## config.mk

```make
export PLATFORM = sky130hd
export DESIGN_NAME = video_timing_gen
export DESIGN_NICKNAME = d
export VERILOG_FILES = /design/src/rtl/video_timing_pkg.sv /design/src/rtl/vtg_axis.sv /design/src/rtl/video_timing_gen.sv
export SDC_FILE = /design/constraint.sdc
export NUM_CORES = 1
export LEC_CHECK = 0
export BUFFER_PORTS_ARGS = -buffer_cell sky130_fd_sc_hd__buf_4
export CORE_MARGIN = 4
export CORE_UTILIZATION = 25
export CTS_CLUSTER_SIZE = 8
export DETAILED_ROUTE_END_ITERATION = 6
export SYNTH_ARGS = -nofsm -noshare
export SYNTH_HDL_FRONTEND = slang
export SYNTH_SLANG_ARGS = --single-unit
```

## constraint.sdc

```tcl
create_clock -name clk -period 12.42 [get_ports clk]
set_clock_uncertainty 0.2 [all_clocks]
set_input_delay 1.242 -clock clk [delete_from_list [all_inputs] [get_ports clk]]
set_output_delay 1.242 -clock clk [all_outputs]
set_load 0.02 [all_outputs]
```

## src/rtl/video_timing_pkg.sv

```systemverilog
// Shared timing types, standard CEA mode constants and the line/frame total helper
// for the raster timing generator.
package video_timing_pkg;

    localparam int VT_CW = 12;

    // Field slots of the packed config vector used inside the generator.
    localparam int F_HA  = 0;
    localparam int F_HFP = 1;
    localparam int F_HS  = 2;
    localparam int F_HBP = 3;
    localparam int F_VA  = 4;
    localparam int F_VFP = 5;
    localparam int F_VS  = 6;
    localparam int F_VBP = 7;
    localparam int NF    = 8;

    typedef struct packed {
        logic [VT_CW-1:0] h_active;
        logic [VT_CW-1:0] h_fp;
        logic [VT_CW-1:0] h_sync;
        logic [VT_CW-1:0] h_bp;
        logic [VT_CW-1:0] v_active;
        logic [VT_CW-1:0] v_fp;
        logic [VT_CW-1:0] v_sync;
        logic [VT_CW-1:0] v_bp;
        logic             hs_pol;
        logic             vs_pol;
    } vt_cfg_t;

    localparam vt_cfg_t MODE_640X480P60 = '{h_active: 12'd640, h_fp: 12'd16, h_sync: 12'd96, h_bp: 12'd48,
        v_active: 12'd480, v_fp: 12'd10, v_sync: 12'd2, v_bp: 12'd33, hs_pol: 1'b0, vs_pol: 1'b0};
    localparam vt_cfg_t MODE_720X480P60 = '{h_active: 12'd720, h_fp: 12'd16, h_sync: 12'd62, h_bp: 12'd60,
        v_active: 12'd480, v_fp: 12'd9, v_sync: 12'd6, v_bp: 12'd30, hs_pol: 1'b0, vs_pol: 1'b0};
    localparam vt_cfg_t MODE_1280X720P60 = '{h_active: 12'd1280, h_fp: 12'd110, h_sync: 12'd40, h_bp: 12'd220,
        v_active: 12'd720, v_fp: 12'd5, v_sync: 12'd5, v_bp: 12'd20, hs_pol: 1'b1, vs_pol: 1'b1};
    localparam vt_cfg_t MODE_1920X1080P60 = '{h_active: 12'd1920, h_fp: 12'd88, h_sync: 12'd44, h_bp: 12'd148,
        v_active: 12'd1080, v_fp: 12'd4, v_sync: 12'd5, v_bp: 12'd36, hs_pol: 1'b1, vs_pol: 1'b1};

    function automatic int unsigned vt_total(input int unsigned act, input int unsigned fp,
                                             input int unsigned sync, input int unsigned bp);
        return act + fp + sync + bp;
    endfunction

endpackage

```

## src/rtl/vtg_axis.sv

```systemverilog
// One raster axis: position counter with wrap detect plus active/sync window decode.
module vtg_axis #(
    parameter int CW = 12
) (
    input  logic          clk,
    input  logic          rst,
    input  logic          i_en,
    input  logic          i_adv,
    input  logic [CW-1:0] i_active,
    input  logic [CW-1:0] i_fp,
    input  logic [CW-1:0] i_sync,
    input  logic [CW+1:0] i_total,
    output logic [CW-1:0] o_cnt,
    output logic          o_wrap,
    output logic          o_act,
    output logic          o_sync
);
    localparam logic [CW+1:0] ONE = (CW+2)'(1);

    logic [CW-1:0] r_cnt;
    logic [CW+1:0] w_cnt_x, w_sync_lo, w_sync_hi;

    assign w_cnt_x   = {2'b00, r_cnt};
    assign w_sync_lo = {2'b00, i_active} + {2'b00, i_fp};
    assign w_sync_hi = w_sync_lo + {2'b00, i_sync};

    assign o_cnt  = r_cnt;
    assign o_wrap = i_adv && (w_cnt_x == i_total - ONE);
    assign o_act  = r_cnt < i_active;
    assign o_sync = (w_cnt_x >= w_sync_lo) && (w_cnt_x < w_sync_hi);

    always_ff @(posedge clk or posedge rst) begin
        if (rst)
            r_cnt <= '0;
        else if (!i_en)
            r_cnt <= '0;
        else if (i_adv)
            r_cnt <= o_wrap ? '0 : r_cnt + CW'(1);
    end

endmodule

```

## src/rtl/video_timing_gen.sv

```systemverilog
// Programmable raster timing generator: shadowed config applied on frame boundaries,
// registered DE/HS/VS, active coordinates and frame markers.
module video_timing_gen
    import video_timing_pkg::*;
#(
    parameter int CW           = 12,
    parameter int FCW          = 16,
    parameter int DEF_H_ACTIVE = 1280,
    parameter int DEF_H_FP     = 110,
    parameter int DEF_H_SYNC   = 40,
    parameter int DEF_H_BP     = 220,
    parameter int DEF_V_ACTIVE = 720,
    parameter int DEF_V_FP     = 5,
    parameter int DEF_V_SYNC   = 5,
    parameter int DEF_V_BP     = 20,
    parameter bit DEF_HS_POL   = 1'b1,
    parameter bit DEF_VS_POL   = 1'b1
) (
    input  logic           clk,
    input  logic           rst,
    input  logic           en,
    input  logic           cfg_load,
    input  logic [CW-1:0]  cfg_h_active,
    input  logic [CW-1:0]  cfg_h_fp,
    input  logic [CW-1:0]  cfg_h_sync,
    input  logic [CW-1:0]  cfg_h_bp,
    input  logic [CW-1:0]  cfg_v_active,
    input  logic [CW-1:0]  cfg_v_fp,
    input  logic [CW-1:0]  cfg_v_sync,
    input  logic [CW-1:0]  cfg_v_bp,
    input  logic           cfg_hs_pol,
    input  logic           cfg_vs_pol,
    output logic           cfg_pending,
    output logic           cfg_applied,
    output logic           cfg_err,
    output logic           de,
    output logic           hs,
    output logic           vs,
    output logic [CW-1:0]  x,
    output logic [CW-1:0]  y,
    output logic           sof,
    output logic           eol,
    output logic [FCW-1:0] frame_cnt
);
    localparam logic [NF-1:0][CW-1:0] DEF_CFG = {CW'(DEF_V_BP), CW'(DEF_V_SYNC), CW'(DEF_V_FP),
        CW'(DEF_V_ACTIVE), CW'(DEF_H_BP), CW'(DEF_H_SYNC), CW'(DEF_H_FP), CW'(DEF_H_ACTIVE)};
    localparam logic [CW+1:0] TOT_MAX = (CW+2)'(2**CW);

    logic [NF-1:0][CW-1:0] r_live, r_pend, w_cfg_in;
    logic r_hpol, r_vpol, r_pend_hpol, r_pend_vpol;
    logic r_pending, r_applied, r_err;
    logic r_de, r_hs, r_vs, r_sof, r_eol;
    logic [CW-1:0]  r_x, r_y;
    logic [FCW-1:0] r_fcnt;

    logic [CW+1:0] w_h_total, w_v_total, w_ld_htot, w_ld_vtot;
    logic [CW-1:0] w_hcnt, w_vcnt;
    logic w_hwrap, w_vwrap, w_hact, w_vact, w_hsync, w_vsync;
    logic w_ld_bad, w_ld_ok, w_apply, w_de_n;

    assign w_cfg_in = {cfg_v_bp, cfg_v_sync, cfg_v_fp, cfg_v_active,
                       cfg_h_bp, cfg_h_sync, cfg_h_fp, cfg_h_active};

    assign w_h_total = (CW+2)'(vt_total(32'(r_live[F_HA]), 32'(r_live[F_HFP]),
                                        32'(r_live[F_HS]), 32'(r_live[F_HBP])));
    assign w_v_total = (CW+2)'(vt_total(32'(r_live[F_VA]), 32'(r_live[F_VFP]),
                                        32'(r_live[F_VS]), 32'(r_live[F_VBP])));
    assign w_ld_htot = (CW+2)'(vt_total(32'(w_cfg_in[F_HA]), 32'(w_cfg_in[F_HFP]),
                                        32'(w_cfg_in[F_HS]), 32'(w_cfg_in[F_HBP])));
    assign w_ld_vtot = (CW+2)'(vt_total(32'(w_cfg_in[F_VA]), 32'(w_cfg_in[F_VFP]),
                                        32'(w_cfg_in[F_VS]), 32'(w_cfg_in[F_VBP])));

    assign w_ld_bad = (w_cfg_in[F_HA] == '0) || (w_cfg_in[F_VA] == '0) ||
                      (w_cfg_in[F_HS] == '0) || (w_cfg_in[F_VS] == '0) ||
                      (w_ld_htot > TOT_MAX)  || (w_ld_vtot > TOT_MAX);
    assign w_ld_ok  = cfg_load && !w_ld_bad;
    // While stopped the counters sit at 0, so a pending config can go live at once.
    assign w_apply  = r_pending && (en ? (w_hwrap && w_vwrap) : 1'b1);

    vtg_axis #(.CW(CW)) u_h (
        .clk(clk), .rst(rst), .i_en(en), .i_adv(en),
        .i_active(r_live[F_HA]), .i_fp(r_live[F_HFP]), .i_sync(r_live[F_HS]), .i_total(w_h_total),
        .o_cnt(w_hcnt), .o_wrap(w_hwrap), .o_act(w_hact), .o_sync(w_hsync)
    );

    vtg_axis #(.CW(CW)) u_v (
        .clk(clk), .rst(rst), .i_en(en), .i_adv(w_hwrap),
        .i_active(r_live[F_VA]), .i_fp(r_live[F_VFP]), .i_sync(r_live[F_VS]), .i_total(w_v_total),
        .o_cnt(w_vcnt), .o_wrap(w_vwrap), .o_act(w_vact), .o_sync(w_vsync)
    );

    assign w_de_n = en && w_hact && w_vact;

    always_ff @(posedge clk or posedge rst) begin
        if (rst) begin
            r_live      <= DEF_CFG;
            r_hpol      <= DEF_HS_POL;
            r_vpol      <= DEF_VS_POL;
            r_pend      <= '0;
            r_pend_hpol <= 1'b0;
            r_pend_vpol <= 1'b0;
            r_pending   <= 1'b0;
            r_applied   <= 1'b0;
            r_err       <= 1'b0;
        end else begin
            r_applied <= w_apply;
            r_err     <= cfg_load && w_ld_bad;
            if (w_apply) begin
                r_live <= r_pend;
                r_hpol <= r_pend_hpol;
                r_vpol <= r_pend_vpol;
            end
            if (w_ld_ok) begin
                r_pend      <= w_cfg_in;
                r_pend_hpol <= cfg_hs_pol;
                r_pend_vpol <= cfg_vs_pol;
            end
            r_pending <= w_ld_ok || (r_pending && !w_apply);
        end
    end

    always_ff @(posedge clk or posedge rst) begin
        if (rst) begin
            r_de   <= 1'b0;
            r_hs   <= ~DEF_HS_POL;
            r_vs   <= ~DEF_VS_POL;
            r_x    <= '0;
            r_y    <= '0;
            r_sof  <= 1'b0;
            r_eol  <= 1'b0;
            r_fcnt <= '0;
        end else begin
            r_de  <= w_de_n;
            r_hs  <= (en && w_hsync) ? r_hpol : ~r_hpol;
            r_vs  <= (en && w_vsync) ? r_vpol : ~r_vpol;
            r_x   <= w_de_n ? w_hcnt : '0;
            r_y   <= w_de_n ? w_vcnt : '0;
            r_sof <= en && (w_hcnt == '0) && (w_vcnt == '0);
            r_eol <= w_de_n && (w_hcnt == r_live[F_HA] - CW'(1));
            if (w_hwrap && w_vwrap)
                r_fcnt <= r_fcnt + FCW'(1);
        end
    end

    assign cfg_pending = r_pending;
    assign cfg_applied = r_applied;
    assign cfg_err     = r_err;
    assign de          = r_de;
    assign hs          = r_hs;
    assign vs          = r_vs;
    assign x           = r_x;
    assign y           = r_y;
    assign sof         = r_sof;
    assign eol         = r_eol;
    assign frame_cnt   = r_fcnt;

endmodule
```

Word-level counts from Yosys, hierarchy flattened

Index checks and enable logic that the tools add are counted.

Output and inout port bits: 48
Input bits: 102
Logic and storage cells: 109
Bits in registers: 268

Multiplexer cells: 10
Bitwise logic cells: 2
Reductions and logical operators: 30
Equal/unequal tests: 4
Add/subtract/negate cells: 22
Magnitude comparators: 8

Operator list:

| operator              | count |
|---|---|
| $add 14x12->14        | 6 |
| $mux 12               | 7 |
| $add 12x12->13        | 6 |
| $logic_not 12->1      | 6 |
| $add 13x12->14        | 4 |
| $eq 12x14->1          | 2 |
| $ge 12x14->1          | 2 |
| $gt 14x13->1 const B  | 2 |
| $lt 12x14->1          | 2 |
| $sub 14x1->14 const B | 2 |
| $add 12x1->12 const B | 2 |
| $lt 12x12->1          | 2 |
| $add 16x1->16 const B | 1 |
| $logic_and 1x1->1     | 16 |
| $eq 12x12->1          | 1 |
| $sub 12x1->12 const B | 1 |
| $logic_or 1x1->1      | 6 |
| $mux 1                | 3 |
| $logic_not 1->1       | 2 |
| $ne 2x1->1 const B    | 1 |
| $not 1->1             | 2 |

Longest topological paths before layout

Word-level depth: 13
Gate-level depth with buffers: 23
Mapped depth without buffers: 23

Hierarchy

Synthesis repeated with hierarchy kept, for this count alone.

Cells, all modules: 2072
Area, all modules: 19921.6 um^2

Modules (own cells, without submodules):

| module           | area each (um^2) | cells each | instances | seq. area each (um^2) |
|---|---|---|---|---|
| video_timing_gen | 13867.0          | 1310       | 1         | 6138.4 |
| vtg_axis at u_h  | 3095.5           | 392        | 1         | 300.3 |
| vtg_axis at u_v  | 2959.1           | 370        | 1         | 300.3 |

Worst setup path after synthesis

Ideal clock, no wire load.

Path kind: input port to flip-flop
Start: in cfg_v_active[1]
End: reg r_pend[33] in the netlist's numbering
Setup slack: 6758 ps
Buffers on the path: 2
Required time: 12092 ps
Library setup time: 128 ps
Arrival: 5334 ps
Cell stages on the path: 18
Cell sequence: inv_1 > fa_1 > fa_1 > inv_1 > ha_1 > inv_1 > fa_1 > nand2b_1 > o2bb2ai_1 > nand2b_1 > a21oi_2 > a21oi_1 > or4_1 > nor4_2 > o2111ai_2 > buf_6 > buf_6 > mux2_1

Cells in the longest elaborated chain, start to end: 8
Elaborated cells on any way between the ends: 12
Those cells by class: add/sub: 3; order compare: 1; reduce/logical: 8

RTL lines:

| element                                                                | line                    | source |
|---|---|---|
| start, declared                                                        | video_timing_gen.sv:27  | `input logic [CW-1:0] cfg_v_active,` |
| parallel branches: the longest is 5 deep, another holds $add 13x12->14 | -                       |  |
| $logic_or 1x1->1 (*)                                                   | video_timing_gen.sv:75  | `(w_ld_htot > TOT_MAX) \|\| (w_ld_vtot > TOT_MAX);` |
| $logic_not 1->1 (*)                                                    | video_timing_gen.sv:76  | `assign w_ld_ok = cfg_load && !w_ld_bad;` |
| $logic_and 1x1->1 (*)                                                  | video_timing_gen.sv:76  |  |
| end signal, assigned                                                   | video_timing_gen.sv:114 | `r_pend <= w_cfg_in;` |
| end, declared                                                          | video_timing_gen.sv:49  | `logic [NF-1:0][CW-1:0] r_live, r_pend, w_cfg_in;` |

Mark *: on every way between the ends.
A chain may end at the register's enable or synchronous reset.

Worst setup path after layout

Start: reg r_live[13] in the netlist's numbering
End: reg r_live[36] in the netlist's numbering

Cells in the longest elaborated chain, start to end: 10

RTL lines:

| element                | line                    | source |
|---|---|---|
| start, declared        | video_timing_gen.sv:49  |  |
| start signal, assigned | video_timing_gen.sv:109 | `r_live <= r_pend;` |
| $add 12x12->13 (*)     | video_timing_pkg.sv:42  | `return act + fp + sync + bp;` |
| $add 13x12->14 (*)     | video_timing_pkg.sv:42  |  |
| $add 14x12->14 (*)     | video_timing_pkg.sv:42  |  |
| $sub 14x1->14 (*)      | vtg_axis.sv:28          | `assign o_wrap = i_adv && (w_cnt_x == i_total - ONE);` |
| $eq 12x14->1 (*)       | vtg_axis.sv:28          |  |
| $logic_and 1x1->1 (*)  | vtg_axis.sv:28          |  |
| $logic_and 1x1->1      | vtg_axis.sv:28          |  |
| $logic_and 1x1->1 (*)  | video_timing_gen.sv:78  | `assign w_apply = r_pending && (en ? (w_hwrap && w_vwrap) : 1'b1);` |
| $mux 1 (*)             | video_timing_gen.sv:78  |  |
| $logic_and 1x1->1 (*)  | video_timing_gen.sv:78  |  |

Every way passes the cells marked *; elsewhere a longest branch is shown, timed or not.

==> flow_summary.json <==
{
  "status": "completed",
  "core_um2": 77720,
  "tightest_slew_ns": 1.018,
  "crit_type": "reg2reg",
  "rows": 102,
  "die_height_um": 288.4,
  "totalWireLength_mm": 51.92,
  "io_buffers": 149,
  "start_util_pct": 25.29,
  "ios": 150,
  "hold_depth": 1,
  "syn_to_final_growth_pct": 17.60,
  "antenna_found_initial": 2,
  "hold_viol": 0,
  "wl_per_cell_um": 16.97,
  "rrSetupSlack_ns": 5.85,
  "synth.distinct_cells": 71,
  "cts_num_sinks": 268,
  "cts_inserted_buffers": 39,
  "slew_headroom_pct": 32.12,
  "fin_crit_ns": 6.567,
  "path_cells": "inv_1, ha_1, inv_1, fa_1, fa_1, ha_1, fa_1, a21o_1, a221o_1, nand3_1, a311oi_1, mux4_2, nor4_4, buf_4, and2_1, o21ai_4, buf_4, buf_4, mux2_2",
  "drt_drc_violations_left": 0,
  "final-seq-area_um2": 6739,
  "synth_flop_cell": "dfrtp_1",
  "avgSynthCellArea_um2": 10.73,
  "cts.repair.resized": 0,
  "yosysWarnings": 0,
  "synthCells": 1831,
  "cts_tree": "done",
  "layout_common_cells": "dfrtp_1, inv_1, ha_1, mux2_2, buf_4",
  "clk_path_buf_depth": 3,
  "die_area_um2": 83160,
  "r2r_cells": 19,
  "cp.arrival_ns": 6.78,
  "drt-initial-drc-count": 768,
  "syn_area_um2": 19650,
  "min_from": "frame_cnt[15]",
  "post_cts_buffers": 0,
  "cts_hold_repair.buffers": 0,
  "crit_slowest_cell": "buf_4",
  "fin_nets": 2393,
  "async_flop_share_pct": 100.0,
  "ant_nets": 0,
  "fillers": 8078,
  "clk_pin_slew_ns": 0.05,
  "grt_pass1_vias": 14183,
  "synth_seq_cells": 268,
  "r2r-end": "r_live[36]",
  "drtPass1Iterations": 5,
  "grt_usage_pct": 12.44,
  "cp-start-kind": "register",
  "path_max_fanout": 58,
  "startpoint": "r_live[13]",
  "multi_input_area_um2": 11850,
  "finalSetupViolCount": 0,
  "hp-class": "reg2reg",
  "end_kind": "register",
  "max_cap_violations": 0,
  "fmax_ghz": 0.1523,
  "synth_enable_flop_cells": 0,
  "grt_pass1_wl_mm": 81.17,
  "critPathMaxStageDelay_ns": 0.70,
  "setup_tns_ns": 0,
  "fin_crit_sh_pct": 52.87,
  "hpwl_mm": 41.65,
  "clock_latency_ns": 0.54,
  "worst-endpoint-required_ns": 12.63,
  "rsz0062_at_grt": "false",
  "grt-ovfl-total": 0,
  "htreeDepth": 2,
  "grt_max_degree": 82,
  "finalMaxSlewViolations": 0,
  "cts-root-buf": "clkbuf_16",
  "gp_congestion": 0.8572,
  "vias": 13922,
  "yosysSeqAreaShare_pct": 34.29,
  "r2r_start": "r_live[13]",
  "die_w_um": 288.4,
  "final_layout_size_suffix_gt1_share_pct": 22.05,
  "syn_nets": 2236,
  "routed_via_density": 4.551,
  "hold_ws_ns": 0.2668,
  "final_common_cell": "dfrtp_1",
  "whs_endpoint": "frame_cnt[15]"
}
[layer usage]
metal	up-vias	track usage [%]	share of wire, %
met1	6822	17.68	48
met5	-	0	0
met2	325	19.42	44
met3	76	1.989	5.3
met4	0	3.867	2.7
li1	6699	-	-
[layout make-up]
cell class                 count  area share (%)
sequential                   268           29.16
multi-input combinational   1286           51.26
tap                         1040           5.630
timing repair buffer         161           5.230
clock inverter                 3          0.1299
inverter                     232           3.800
clock buffer                  68           4.786
antenna                        1         0.01083
[worst max path at each step]
stage | depth (start not counted) | endpoint | slack [ns]
floorplan | 1 | cfg_applied | 3.64
CTS | 19 | r_live[36] | 5.84
global placement | 19 | r_pend[13] | 5.89
global route | 17 | r_live[1] | 5.50
finish | 19 | r_live[36] | 5.85
detailed placement | 19 | r_pend[33] | 5.83
[state kept, by name (all words and copies together), names as in the netlist]
signal	cells
u_h.o_cnt	12
r_hpol	1
r_pend_vpol	1
cfg_applied	1
r_live	96
vs	1
y	12
r_pend	96
hs	1
frame_cnt	16
de	1
eol	1
u_v.o_cnt	12
sof	1
cfg_pending	1
r_vpol	1
x	12
cfg_err	1
r_pend_hpol	1
[Yosys cell counts (all sizes together) (5+ instances only)]
cell type	n	area (um^2)
xnor2	82	718.2
dfstp	26	683.2
dfrtp	242	6056
nand2	55	206.5
and3	24	150.1
clkbuf	23	86.33
o211ai	11	82.58
o21a	17	127.6
inv	232	870.8
mux2	197	2282
nor2	68	255.2
a211oi	19	142.6
buf	22	132.6
and2	8	50.05
ha	205	2565
nor4	27	190.2
o311ai	5	43.79
o2111ai	8	76.32
nand2b	26	162.7
or3b	8	70.07
a21oi	83	419.2
fa	98	1962
xor2	38	332.8
o21ai	76	384.1
nand3	44	220.2
nor2b	16	100.1
a21o	30	225.2
a31oi	7	43.79
nand4	15	93.84
a2111oi	7	61.31
nor3	21	105.1
o21bai	9	67.56
nor3b	20	150.1
[worst max-delay path: cells and delay by family, from the launching register on]
| family | cells | cell delay [ns] |
|---|---|---|
| adder cells (fa/ha/maj) | 5 | 1.93 |
| AND/OR/NAND/NOR | 3 | 0.53 |
| multiplexers | 2 | 0.81 |
| buffers and inverters | 5 | 1.53 |
| flip-flops | 1 | 0.54 |
| AO/OA/AOI/OAI | 4 | 0.85 |
[metrics by stage]
stage	setup WS [ns]	instances	cell area [um^2]	util, %
final	5.853	3059	23110	29.74
after global routing	5.503	3059	23110	29.74
after CTS	5.844	3058	23110	29.73
after detailed placement	5.825	2987	21970	28.27
after global placement	5.888	2987	21970	28.27
after floorplan	3.639	1831	19650	-
[cell families (layout without fill, tap and decap cells)]
| kind of cell | count (synthesis) | count (layout) | share of synthesized area, % |
|---|---|---|---|
| AND/OR/NAND/NOR | 351 | 351 | 9.652 |
| AO/OA/AOI/OAI | 310 | 310 | 10.20 |
| adder cells (fa/ha/maj) | 303 | 303 | 23.03 |
| buffers and inverters | 277 | 464 | 5.545 |
| flip-flops | 268 | 268 | 34.29 |
| multiplexers | 202 | 202 | 11.93 |
| XOR/XNOR | 120 | 120 | 5.348 |
| other | 0 | 1 | 0 |
Power is left out: the tool's default activity adds up to more than one toggle a clock period on the data nets, which glitch-free logic cannot reach.
